`config.mk`:
```
export PLATFORM = sky130hd
export DESIGN_NAME = multicycle_alu
export DESIGN_NICKNAME = d
export VERILOG_FILES = /design/src/rtl/multicycle_alu.sv
export SDC_FILE = /design/constraint.sdc
export NUM_CORES = 1
export LEC_CHECK = 0
export BUFFER_PORTS_ARGS = -buffer_cell sky130_fd_sc_hd__buf_2
export CAP_MARGIN = 30
export CORE_UTILIZATION = 45
export DETAILED_ROUTE_END_ITERATION = 16
export PLACE_DENSITY = 0.68
export SLEW_MARGIN = 20
export SYNTH_ARGS = -nofsm -noshare
export SYNTH_HDL_FRONTEND = slang
export SYNTH_SLANG_ARGS = --single-unit
```
`constraint.sdc`:
```
create_clock -name clk -period 11.5 [get_ports clk]
set_clock_uncertainty 0.2 [all_clocks]
set_input_delay 3.45 -clock clk [delete_from_list [all_inputs] [get_ports clk]]
set_output_delay 3.45 -clock clk [all_outputs]
set_load 0.05 [all_outputs]
```
`src/rtl/multicycle_alu.sv`:
```
// Signed add/sub/logic/mul ALU with saturate-or-wrap overflow; 1-cycle latency, mul WIDTH+1 cycles.
// Single operation in flight: in_ready only while idle, result held in DONE until out_ready.
module multicycle_alu #(
    parameter int WIDTH = 8
) (
    input  logic             clk,
    input  logic             rst_n,
    input  logic             in_valid,
    output logic             in_ready,
    input  logic [WIDTH-1:0] A,
    input  logic [WIDTH-1:0] B,
    input  logic [2:0]       sel,
    input  logic             sat,
    output logic             out_valid,
    input  logic             out_ready,
    output logic [WIDTH-1:0] Q,
    output logic             overflow,
    output logic             err,
    output logic             ovf_sticky,
    input  logic             clr_sticky
);
    localparam int PW = 2 * WIDTH;
    localparam int CW = $clog2(WIDTH + 1);
    localparam logic signed [PW-1:0] MAX_V = {{(WIDTH+1){1'b0}}, {(WIDTH-1){1'b1}}};
    localparam logic signed [PW-1:0] MIN_V = {{(WIDTH+1){1'b1}}, {(WIDTH-1){1'b0}}};

    typedef enum logic [1:0] {
        IDLE = 2'd0,
        MUL  = 2'd1,
        DONE = 2'd2
    } state_t;

    state_t            state_q, state_d;
    logic [PW-1:0]     mcand_q, mcand_d;
    logic [PW-1:0]     prod_q, prod_d;
    logic [WIDTH-1:0]  mplier_q, mplier_d;
    logic [WIDTH-1:0]  q_q, q_d;
    logic [CW-1:0]     cnt_q, cnt_d;
    logic              neg_q, neg_d;
    logic              sat_q, sat_d;
    logic              ovf_q, ovf_d;
    logic              err_q, err_d;
    logic              sticky_q, sticky_d;

    logic [WIDTH-1:0]  mag_a, mag_b, bit_r;
    logic [WIDTH:0]    sum;
    logic [PW-1:0]     prod_next;
    logic signed [PW-1:0] full;
    logic              load, sat_use, err_new, ovf_new;

    // Magnitude of the most negative value still fits when read as unsigned.
    assign mag_a     = A[WIDTH-1] ? (~A + 1'b1) : A;
    assign mag_b     = B[WIDTH-1] ? (~B + 1'b1) : B;
    assign prod_next = prod_q + (mplier_q[0] ? mcand_q : '0);

    always_comb begin
        state_d  = state_q;
        mcand_d  = mcand_q;
        prod_d   = prod_q;
        mplier_d = mplier_q;
        cnt_d    = cnt_q;
        neg_d    = neg_q;
        sat_d    = sat_q;
        q_d      = q_q;
        ovf_d    = ovf_q;
        err_d    = err_q;
        sum      = '0;
        bit_r    = '0;
        full     = '0;
        load     = 1'b0;
        sat_use  = sat_q;
        err_new  = 1'b0;

        case (state_q)
            IDLE: begin
                if (in_valid) begin
                    if (sel == 3'b100) begin
                        state_d  = MUL;
                        mcand_d  = {{WIDTH{1'b0}}, mag_a};
                        mplier_d = mag_b;
                        prod_d   = '0;
                        cnt_d    = '0;
                        neg_d    = A[WIDTH-1] ^ B[WIDTH-1];
                        sat_d    = sat;
                    end else begin
                        state_d = DONE;
                        load    = 1'b1;
                        sat_use = sat;
                        case (sel)
                            3'b000:  sum   = {A[WIDTH-1], A} + {B[WIDTH-1], B};
                            3'b001:  sum   = {A[WIDTH-1], A} - {B[WIDTH-1], B};
                            3'b010:  bit_r = A | B;
                            3'b011:  bit_r = A & B;
                            3'b101:  bit_r = A ^ B;
                            default: err_new = 1'b1;
                        endcase
                        if (sel[2:1] == 2'b00)
                            full = {{(WIDTH-1){sum[WIDTH]}}, sum};
                        else
                            full = {{WIDTH{bit_r[WIDTH-1]}}, bit_r};
                    end
                end
            end
            MUL: begin
                prod_d   = prod_next;
                mcand_d  = mcand_q << 1;
                mplier_d = mplier_q >> 1;
                cnt_d    = cnt_q + 1'b1;
                if (cnt_q == CW'(WIDTH - 1)) begin
                    state_d = DONE;
                    load    = 1'b1;
                    full    = neg_q ? (~prod_next + 1'b1) : prod_next;
                end
            end
            DONE: begin
                if (out_ready)
                    state_d = IDLE;
            end
            default: state_d = IDLE;
        endcase

        ovf_new = load && ((full > MAX_V) || (full < MIN_V));
        if (load) begin
            q_d = full[WIDTH-1:0];
            if (ovf_new && sat_use)
                q_d = full[PW-1] ? MIN_V[WIDTH-1:0] : MAX_V[WIDTH-1:0];
            ovf_d = ovf_new;
            err_d = err_new;
        end
        // A new overflow beats a coincident clear.
        sticky_d = ovf_new | (sticky_q & ~clr_sticky);
    end

    always_ff @(posedge clk or negedge rst_n) begin
        if (!rst_n) begin
            state_q  <= IDLE;
            mcand_q  <= '0;
            prod_q   <= '0;
            mplier_q <= '0;
            cnt_q    <= '0;
            neg_q    <= 1'b0;
            sat_q    <= 1'b0;
            q_q      <= '0;
            ovf_q    <= 1'b0;
            err_q    <= 1'b0;
            sticky_q <= 1'b0;
        end else begin
            state_q  <= state_d;
            mcand_q  <= mcand_d;
            prod_q   <= prod_d;
            mplier_q <= mplier_d;
            cnt_q    <= cnt_d;
            neg_q    <= neg_d;
            sat_q    <= sat_d;
            q_q      <= q_d;
            ovf_q    <= ovf_d;
            err_q    <= err_d;
            sticky_q <= sticky_d;
        end
    end

    assign in_ready   = (state_q == IDLE);
    assign out_valid  = (state_q == DONE);
    assign Q          = q_q;
    assign overflow   = ovf_q;
    assign err        = err_q;
    assign ovf_sticky = sticky_q;
endmodule

```
Word-level counts from Yosys, hierarchy flattened --
Cells that the tools add are included.
Storage, ports and cells: bits in registers 59, input bits 25, logic and storage cells 94
Cells by class: $add $sub $neg 7, $lt $le $gt $ge 2, equality and inequality tests 12, mux-type cells 41, bitwise logic cells 10, reductions and logical operators 11
Operator list (count):
- 16-bit two-way mux | 10
- 16-bit case mux with 2 select lines | 3
- 8-bit two-way mux | 6
- 8-bit case mux with 3 select lines | 1
- 9-bit case mux with 2 select lines | 1
- 16-bit by 1-bit adder with 16-bit output (second input constant) | 1
- 16-bit adder | 1
- 8-bit by 1-bit adder with 8-bit output (second input constant) | 2
- 16-bit by 8-bit greater-than comparator with 1-bit output (second input constant) | 1
- 16-bit by 8-bit less-than comparator with 1-bit output (second input constant) | 1
- 16-bit inverter | 1
- 8-bit inverter | 2
- 8-bit case mux with 2 select lines | 1
- 1-bit two-way mux | 10
- 8-bit by 8-bit adder with 9-bit output | 1
- 3-bit AND reduction | 3
- 8-bit by 8-bit subtractor with 9-bit output | 1
- 8-bit AND | 1
- 2-bit two-way mux | 4
- 4-bit two-way mux | 2
- 8-bit OR | 1
- 4-bit case mux with 2 select lines | 1
- 8-bit bitwise XOR | 1
- 3-bit by 2-bit equality test with 1-bit output (second input constant) | 2
- other kinds (20) | 25

Depth between registers and ports, before layout --
Gate-level depths: netlist (run 1).
word-level depth 12, gate-level depth with buffers 18, gate-level depth less buffers 17

Worst setup path before layout (run 1) --
No wires, ideal clock.
path kind input port to flip-flop, from input port sel[0], to register q_q[0], in the netlist Q[0], setup time 126 ps, data arrival time 6702 ps, data required time 11174 ps, path slack 4472 ps, stages 17, path buffers 4, cell sequence clkbuf_1 -> clkbuf_1 -> clkbuf_1 -> a21oi_1 -> xnor2_1 -> ha_1 -> nor2b_1 -> o21ai_0 -> a21boi_0 -> o21ai_0 -> a21oi_1 -> or3_1 -> a31o_1 -> o21ai_2 -> and4b_1 -> buf_6 -> a221o_1
On the way: word-level cells in the longest chain between the ends 11, elaborated cells between the ends (all ways) 25, classes of those cells 2 x order compare; 5 x eq/ne; 14 x mux; 4 x reduce/logical
RTL lines:
- from (decl) | RTL line 12 | input logic [2:0] sel,
- 3-bit equality test (tied with other cells) | RTL line 89 | case (sel)
- 8-bit case mux with 3 select lines or 9-bit case mux with 2 select lines (tied branches) | RTL line 89
- 16-bit two-way mux | RTL line 97 | if (sel[2:1] == 2'b00)
- 16-bit two-way mux | RTL line 77 | if (sel == 3'b100) begin
- 16-bit two-way mux | RTL line 76 | if (in_valid) begin
- 16-bit case mux with 2 select lines | RTL line 74 | case (state_q)
- 16-bit by 8-bit greater-than comparator with 1-bit output or 16-bit by 8-bit less-than comparator with 1-bit output (tied branches) | RTL line 122 | ovf_new = load && ((full > MAX_V) || (full < MIN_V));
- 1-bit logical OR | RTL line 122
- 1-bit logical AND | RTL line 122
- 1-bit logical AND | RTL line 125 | if (ovf_new && sat_use)
- 8-bit two-way mux | RTL line 125
- to (signal assigned) | RTL line 155 | q_q <= q_d;
- to (decl) | RTL line 37 | logic [WIDTH-1:0] q_q, q_d;
Parallel ways exist; a longest one is shown, timed or not. A chain may end at the register's enable or synchronous reset.

Final worst setup path (run 1) --
from input port sel[2], to register q_q[1], in the netlist Q[1]
Same word-level chain as after synthesis.

==> results of run 1 <==
## worst min-delay path by stage
stage / depth (start not counted) / end / start
floorplan: 2 / sat_q / sat_q
finish: 2 / prod_q[9] / prod_q[9]
global placement: 2 / overflow / overflow
global route: 2 / prod_q[9] / prod_q[9]
detailed placement: 2 / sat_q / sat_q
CTS: 2 / sat_q / sat_q
## cells by family (layout without fill, tap and decap cells)
| group | Yosys count | count (layout) | share of synthesized area, % |
|---|---|---|---|
| buffers and inverters | 57 | 82 | 4.57 |
| XOR/XNOR | 37 | 37 | 6.29 |
| AO/OA/AOI/OAI | 203 | 203 | 29.2 |
| multiplexers | 5 | 5 | 0.996 |
| adder cells (fa/ha/maj) | 46 | 46 | 11.5 |
| AND/OR/NAND/NOR | 187 | 187 | 18.8 |
| flip-flops | 59 | 59 | 28.7 |
## final cells by class
| class | count | area, um2 | area share [%] |
|---|---|---|---|
| repair buffers | 39 | 200 | 3.52 |
| multi-input cells | 478 | 3440 | 60.6 |
| clock inverters | 6 | 48.8 | 0.859 |
| clock buffers | 10 | 239 | 4.21 |
| inverters | 27 | 101 | 1.78 |
| well taps | 140 | 175 | 3.08 |
| flip-flops and latches | 59 | 1480 | 26.0 |
## flip-flops by register name, summed over array words and instances (netlist names)
name / cells
sat_q: 1
state_q: 2
Q: 8
cnt_q: 4
mcand_q: 16
overflow: 1
mplier_q: 8
ovf_sticky: 1
err: 1
prod_q: 16
neg_q: 1
## critical path, stage by stage
cell and delay, ns:
buf_2 0.16, nor2_1 0.47, nand2_1 0.33, o21ai_0 0.37, inv_1 0.09, ha_1 0.28
nor2b_1 0.14, o2111ai_1 0.24, a31oi_1 0.14, xnor2_1 0.15, a21oi_1 0.13, a211o_1 0.33
nor4_1 0.29, nand4_1 0.15, and4b_1 0.32, a221o_1 0.29
## metrics by stage
| step | instance area, um2 | instances | power [W] |
|---|---|---|---|
| CTS | 5680 | 759 | 0.00120 |
| global placement | 5390 | 743 | 0.000922 |
| floorplan | 5150 | 594 | 0.000802 |
| global route | 5680 | 759 | 0.00128 |
| finish | 5680 | 759 | 0.00120 |
| detailed placement | 5390 | 743 | 0.000937 |
## power by group through the flow
stage	registers [W]	logic, W	clock network (W)
final	0.000336	0.000607	0.000256
after detailed placement	0.000335	0.000601	0
after floorplan	0.000375	0.000427	0
after CTS	0.000334	0.000604	0.000261
after global routing	0.000346	0.000659	0.000271
after global placement	0.000332	0.000591	0
## layer usage
| metal | part of all wire, % | vias to the layer above |
|---|---|---|
| met2 | 47 | 126 |
| met1 | 46 | 2288 |
| met3 | 4.1 | 29 |
| met4 | 2.9 | 0 |
| li1 | - | 2245 |
| met5 | 0 | - |
## cell usage in the layout, fill, tap and decap left out, types with 5 or more instances in the layout
cell / count
a22o_1: 16
a21o_1: 10
buf_2: 37
o211a_1: 5
inv_1: 27
nand3_1: 15
xor2_1: 12
nand2_1: 62
and2_1: 21
a22oi_1: 11
clkbuf_16: 9
a221o_1: 13
a222oi_1: 6
or3_1: 8
o22ai_1: 7
nor3_1: 10
dfrtp_1: 59
a211oi_1: 6
nor2_1: 25
o21ai_0: 53
a21oi_1: 25
ha_1: 44
nand2b_1: 6
a31oi_1: 9
o21a_1: 6
xnor2_1: 25
and3_1: 7
==> impl_results.md, run 1 <==
- Outcome: completed
- Sequential fraction of the synthesis area: about 29%
- Clock transition at path regs: 0.05 ns
- Chip width: 109 um
- Relative slew slack: between 40% and 50%
- # hold bufs at CTS: 0
- Worst Path Required: 11.51 ns
- Total gr overflow: 0
- Max_cap viols: 0
- I/O pins: 38
- Post-synth cell types: 71
- Routed WL: 14.0 mm
- Cell with the most instances after synthesis: nand2_1
- First-pass GRT wire length: approximately 22 mm
- Synth area leaders: dfrtp_1, ha_1, o21ai_0
- Flop pwr share: 28.0%
- Gpl congestion: 0.984
- Routed WL per cell: about 18 um
- Sw Share: ~45%
- Crit-path max FO: 12
- Pint: roughly 0.00066 W
- Pin count of the biggest net entering global routing: 60
- Gate power share: 50.6%
- Reg2reg end: Q[1]
- Syn_area_per_cell: 8.67 um2
- Vias in the first global route: 4486
- Endpoints failing setup: 0
- Crit Path Class: input pin to flop
- Syn. warnings: 0
- Clock tree buffer depth: 2
- Post-Route Utilization: roughly half
- Leak: between 2 and 3 nW
- DRC viols: 0
- Share of cells above drive strength 1: between 10% and 20%
- Vias per inst: 6.18
- Root Buffer: clkbuf_16
- Tightest Pin Transition: 0.893 ns
- Met2 usage: 40.4%
- Initial antenna violation count: 0
- #FFs+latches synth: about 60
- FF-to-FF setup slack: about 7 ns
- Die Ht: 109 um
- Top post-synthesis cells by count: nand2_1, dfrtp_1, o21ai_0
- Synthesized instance count: 594
- Crit start category: input pin
- Async set or reset register ratio after synthesis: 100%
- Clk_lat worst skew: around 0.34 ns
- Critical Path Sink: Q[1]
- Final Hold Fails: 0
- Fin crit share: 63.9%
- Post-Route Setup TNS: 0 ns
- Tot GR Track Use: 24.6%
- M1 GR Usage: roughly a third
- Final nets: 685
- Final worst slack: 4.15 ns
- CP Capture Type: flop
- IR drop worst, VDD: 0.171 mV
- Area fraction of the dominant cell type after synthesis: 28.7%
- Post-DP HPWL: approximately 11 mm
- Worst Reg-to-Reg Cells: 14
- Routed vias: 4688
- Antenna viol nets, final: 0
- Synth area leader: dfrtp_1
- Min-delay worst type: flop to flop
- Met3 Resource Use GR: 4.18%
- Core area: 11000 um2
- # H-tree levels: 3
- Sw power: 0.000541 W
- Fin. max-slew vios: 0
- I/O Buffers: 37
- RSZ-0062 raised after global routing: false
- Launching point of the worst reg2reg path: mplier_q[0]
- Gr busiest metal: met2
- Setup crit start: sel[2]
- CTS Buf Count: 9
- DRT Pass-1 Iters: 5
- Syn nets: 665
- Die Footprint: 11900 um2
- Clock power frac: approximately a fifth
- Post-Syn Area: 5150 um2
- Antenna Cells: 0
- CTS tree: yes
- Number of fill cells: between 1000 and 1500
- Power per cell area: about 210 nW/um2
- Initial core utilization: 46.9%
- Num rows: 38
- WHS: around 0.28 ns
- Post-CTS resize count: 0
- # clock sinks: just under 60
- EDFF count, synth: 0
- Iter 0 DRT Violations: 262
- Setup repair bufs after CTS: 0
- Pre-CTS WS: 3.91 ns
- Main synth FF type: dfrtp_1
- Max Fclk: 136 MHz
- Final Critical Period: 7.35 ns
- Area added between synthesis and finish: 10.3%
- Data arrival, critical path: between 7 and 8 ns
Power figures use the tool's default switching activity.
==> run 2, diff against run 1 <==
- PLACE_DENSITY: 0.68 -> 0.71
- clock period: 11.5 -> 6.1 ns (I/O delays scaled with it)
==> run 2 against run 1 <==
Net effect: core utilization is 0.068 points higher; critical path type unchanged; critical path depth rose by 1; wire length about the same; final cell count is 0.40% higher; power increased by 88%; clock power is 85% higher; global-route usage hardly changed; critical endpoint unchanged; first-iteration DRC count up 47%; combinational power grew 88%.
==> impl_results.md, run 2 (synthesis results as in run 1) <==
- Relative slew slack: 39.1%
- Final Hold Fails: 0
- CP Capture Type: flop
- Tot GR Track Use: 24.6%
- Worst-case hold path end point: sat_q
- Reg2reg end: Q[1]
- Die Footprint: around 12000 um2
- Die Ht: 109 um
- Routed WL per cell: 18.3 um
- FF-to-FF setup slack: roughly 1.4 ns
- Launching point of the worst reg2reg path: mplier_q[0]
- Antenna viol nets, final: 0
- Setup repair bufs after CTS: 0
- Register area: 1480 um2
- Clock tree buffer depth: 2
- Number of fill cells: 1037
- Crit start category: input pin
- Routed vias: 4699
- Endpoints failing setup: 0
- Gpl congestion: slightly above 0.9
- Max_cap viols: 0
- Placed Cells: 746
- First-pass GRT wire length: 22.2 mm
- IR drop worst, VDD: approximately 0.28 mV
- Root Buffer: clkbuf_16
- Max Fclk: 184 MHz
- Vias per inst: about 6.2
- RSZ-0062 raised after global routing: false
- Initial core utilization: 46.9%
- Core area: 11000 um2
- I/O pins: 38
- Tightest Pin Transition: 0.914 ns
- Min-delay worst type: flop to flop
- Post-CTS resize count: 0
- Worst Reg-to-Reg Cells: 14
- Hold Path Stages: 2
- Initial antenna violation count: 0
- Clk_lat worst skew: between 0.3 and 0.4 ns
- # H-tree levels: 3
- DRT Pass-1 Iters: 7
- Crit-path max FO: 8
- CTS tree: yes
- Num rows: 38
- Post-Route Utilization: 51.8%
- Iter 0 DRT Violations: ~380
- # hold bufs at CTS: 0
- Clock transition at path regs: 0.05 ns
- Worst Path Required: 6.12 ns
- Top flop regs: mcand_q (16), prod_q (16)
- Antenna Cells: 0
- Data arrival, critical path: around 5.5 ns
- CTS Buf Count: 9
- DRC viols: 0
- Final nets: 688
- Pin count of the biggest net entering global routing: 60
- Post-DP HPWL: 10.3 mm
- Commonest non-fill, non-tap cells in the layout: nand2_1, dfrtp_1, o21ai_0
- Most common cell after layout, fill and taps aside: nand2_1
- Area added between synthesis and finish: 10.5%
- Fin. max-slew vios: 0
- Fin crit share: 89.1%
- Final Non-Filler Cells: ~760
- Outcome: completed
- I/O Buffers: 37
- Worst Hold Launch: sat_q
- Power per cell area: 395 nW/um2
- Total gr overflow: 0
- Crit Path Class: input pin to flop
- Leak: 2.76 nW
- Share of cells above drive strength 1: 12.7%
- Final Critical Period: roughly 5.4 ns
- Routed WL: 14.0 mm
- Post-Route Setup TNS: 0 ns
- # clock sinks: 59
- Chip width: 109 um
- Vias in the first global route: 4529
- Area occupied by multi-input gates: 3440 um2
-- run 2: cell count changes in the layout (fill, tap and decap cells not counted), sizes merged --
cell,previous run,this run
buf,39,42
clkbuf,10,12
clkinvlp,3,1
inv,29,27
clkinv,1,3
-- run 2: through the flow --
stage / cell area [um2] / hold slack, ns / worst slack (ns) / power (W)
2_1_floorplan: 5150 / 0.242 / 0.692 / 0.00151
3_3_place_gp: 5420 / 0.263 / 0.525 / 0.00174
3_5_place_dp: 5420 / 0.273 / 0.383 / 0.00176
4_1_cts: 5690 / 0.286 / 0.720 / 0.00224
5_1_grt: 5690 / 0.318 / 0.445 / 0.00239
6_report: 5690 / 0.285 / 0.665 / 0.00225
-- run 2: area by class of cell --
cell class	instances	area share (%)
Multi-Input combinational cell	478	60.5
Timing Repair Buffer	42	3.92
Tap cell	140	3.08
Clock buffer	12	4.33
Sequential cell	59	26.0
Inverter	27	1.78
Clock inverter	4	0.462
-- run 2: worst max-delay path, cell delays in order --
cell	delay, ns
buf_2	0.11
inv_1	0.11
ha_1	0.21
or3b_1	0.40
or3_1	0.38
nand2_1	0.10
xnor2_1	0.07
ha_1	0.33
a21oi_1	0.08
a31oi_1	0.18
xnor2_1	0.14
a21oi_1	0.12
a211o_1	0.30
nor4_1	0.33
nand4_1	0.15
and4b_1	0.31
a221o_1	0.29
-- run 2: how the worst max path moves through the flow --
stage,startpoint,cells past startpoint,end
after floorplan,sel[0],17,Q[0]
after global placement,B[1],17,Q[5]
after detailed placement,B[1],17,Q[1]
after CTS,B[1],17,Q[1]
after global routing,B[1],17,Q[1]
final,B[1],17,Q[1]
-- run 2: where the power goes --
| group | internal (W) | total, W | switching (W) | leakage, nW |
|---|---|---|---|---|
| logic | 0.000435 | 0.00114 | 0.000709 | 1.85 |
| clock network | 0.000285 | 0.000473 | 0.000188 | 0.133 |
| registers | 0.000519 | 0.000632 | 0.000113 | 0.778 |
| total | 0.00124 | 0.00225 | 0.00101 | 2.76 |
-- run 2: metal layers --
metal / GRT usage (%) / up-vias / part of all wire [%]
met5: 0 / - / 0
met4: 10.2 / 0 / 2.8
met3: 3.95 / 34 / 5.0
met2: 41.8 / 168 / 49
met1: 30.9 / 2228 / 43
li1: - / 2269 / -
==> run 3, diff against run 2 <==
- CORE_UTILIZATION: 45 -> 55
- PLACE_DENSITY: 0.71 -> 0.83
==> run 3 against run 2 <==
Net effect: final area shrank 1.8%; combinational power about the same; first-iteration DRC count down 25%; sequential power hardly changed; sequential share of layout area is 0.48 points higher; critical path type unchanged; largest cell class unchanged.
==> impl_results.md, run 3 (synthesis results as in run 1) <==
- Post-DP HPWL: 10.3 mm
- Final worst slack: ~0.65 ns
- Initial antenna violation count: 0
- Clock transition at path regs: 0.08 ns
- Pin count of the biggest net entering global routing: 60
- CTS Buf Count: 9
- Crit start category: input pin
- Pre-CTS WS: 0.367 ns
- Setup repair bufs after CTS: 0
- Relative slew slack: between 40% and 50%
- Die Footprint: roughly 10000 um2
- Vias in the first global route: 4701
- Routed WL per cell: 18.8 um
- Area added between synthesis and finish: 8.46%
- Total gr overflow: 0
- Most common cell after layout, fill and taps aside: nand2_1
- Routed WL: 13.7 mm
- # clock sinks: 59
- Core area: between 8000 and 9000 um2
- Antenna viol nets, final: 0
- Gpl congestion: 0.958
- Max_cap viols: 0
- Final instance area: 5580 um2
- Fin crit share: between 80% and 90%
- Final nets: between 600 and 700
- CTS tree: yes
- Iter 0 DRT Violations: 287
- Routed vias: 4759
- Worst Path Required: 6.15 ns
- Min-delay worst type: flop to flop
- Clk_lat worst skew: 0.36 ns
- RSZ-0062 raised after global routing: false
- Crit-path max FO: 8
- CP Capture Type: flop
- Antenna Cells: 0
- Initial core utilization: 57.9%
- Outcome: completed
- Clock tree buffer depth: 2
- Post-Route Setup TNS: 0 ns
- Post-CTS resize count: 0
- Top flop regs: mcand_q (16), prod_q (16)
- Final Hold Fails: 0
- Commonest non-fill, non-tap cells in the layout: nand2_1, dfrtp_1, o21ai_0
- # hold bufs at CTS: 0
- Tot GR Track Use: 29.9%
- Num rows: 34
- Fin. max-slew vios: 0
- Power per cell area: between 300 and 400 nW/um2
- Post-Route Utilization: 62.8%
- I/O pins: 38
- Die Ht: 98.8 um
- Data arrival, critical path: 5.50 ns
- Chip width: 98.8 um
- DRT Pass-1 Iters: 5
- First-pass GRT wire length: 22.9 mm
- Final Critical Period: 5.45 ns
- Share of cells above drive strength 1: 12.9%
- Tightest Pin Transition: a little over 0.8 ns
- Endpoints failing setup: 0
- Placed inst area: approximately 5400 um2
- Total power: about 0.0022 W
- I/O Buffers: 37
- Max Fclk: 183 MHz
- # H-tree levels: 3
- Crit Path Class: input pin to flop
- DRC viols: 0
- Root Buffer: clkbuf_8
- Leak: about 2.7 nW
- Vias per inst: 6.53
- IR drop worst, VDD: 0.202 mV
## run 3: cell types whose count changed in the layout (fill, tap and decap cells not counted), moves of 2 or more
cell and change:
clkbuf_16 -9, clkbuf_1 -2, clkbuf_8 +8, bufinv_16 +2
## run 3: per-stage QoR
step / hold WS, ns / cells
6_report: 0.288 / 729
5_1_grt: 0.328 / 729
4_1_cts: 0.290 / 729
3_5_place_dp: 0.259 / 713
3_3_place_gp: 0.257 / 713
2_1_floorplan: 0.242 / 594
## run 3: power by group
| part | internal (W) | switching [W] | leakage, nW |
|---|---|---|---|
| logic | 0.000434 | 0.000717 | 1.85 |
| registers | 0.000518 | 0.000114 | 0.778 |
| clock network | 0.000229 | 0.000176 | 0.113 |
| total | 0.00118 | 0.00101 | 2.74 |
## run 3: path summary, 6_finish.rpt
kind	slack, ns	end	cells past startpoint	start
setup reg to reg	1.38	Q[3]	14	mplier_q[0]
min in group asynchronous	1.41	mplier_q[1]	2	rst_n
hold reg to reg	0.29	sat_q	2	sat_q
max in group asynchronous	3.79	state_q[1]	2	rst_n
setup / recovery	0.65	Q[3]	17	B[1]
hold / removal	0.29	sat_q	2	sat_q
## run 3: cell type report
type | count | area [um2]
timing repair buffer | 41 | 215
multi-input combinational | 478 | 3440
fill | 781 | 3310
sequential | 59 | 1480
clock buffer | 9 | 124
tap | 108 | 135
inverter | 27 | 101
clock inverter | 7 | 92.6
## run 3: worst max-delay path, cell delays in order
cell and delay (ns):
buf_2 0.12, inv_1 0.10, ha_1 0.22, or3b_1 0.40, or3_1 0.37, nand2_1 0.10, xnor2_1 0.07, ha_1 0.34
a21oi_1 0.07, a31oi_1 0.18, xnor2_1 0.14, a21oi_1 0.12, a211o_1 0.29, nor4_1 0.36, nand4_1 0.16, and4b_1 0.32
a221o_1 0.30
## run 3: layer usage
layer | vias to the layer above | part of all wire, % | global-route usage, %
li1 | 2245 | - | -
met1 | 2312 | 43 | 37.6
met2 | 160 | 48 | 49.5
met3 | 42 | 5.0 | 5.53
met4 | 0 | 4.0 | 14.5
met5 | - | 0 | 0
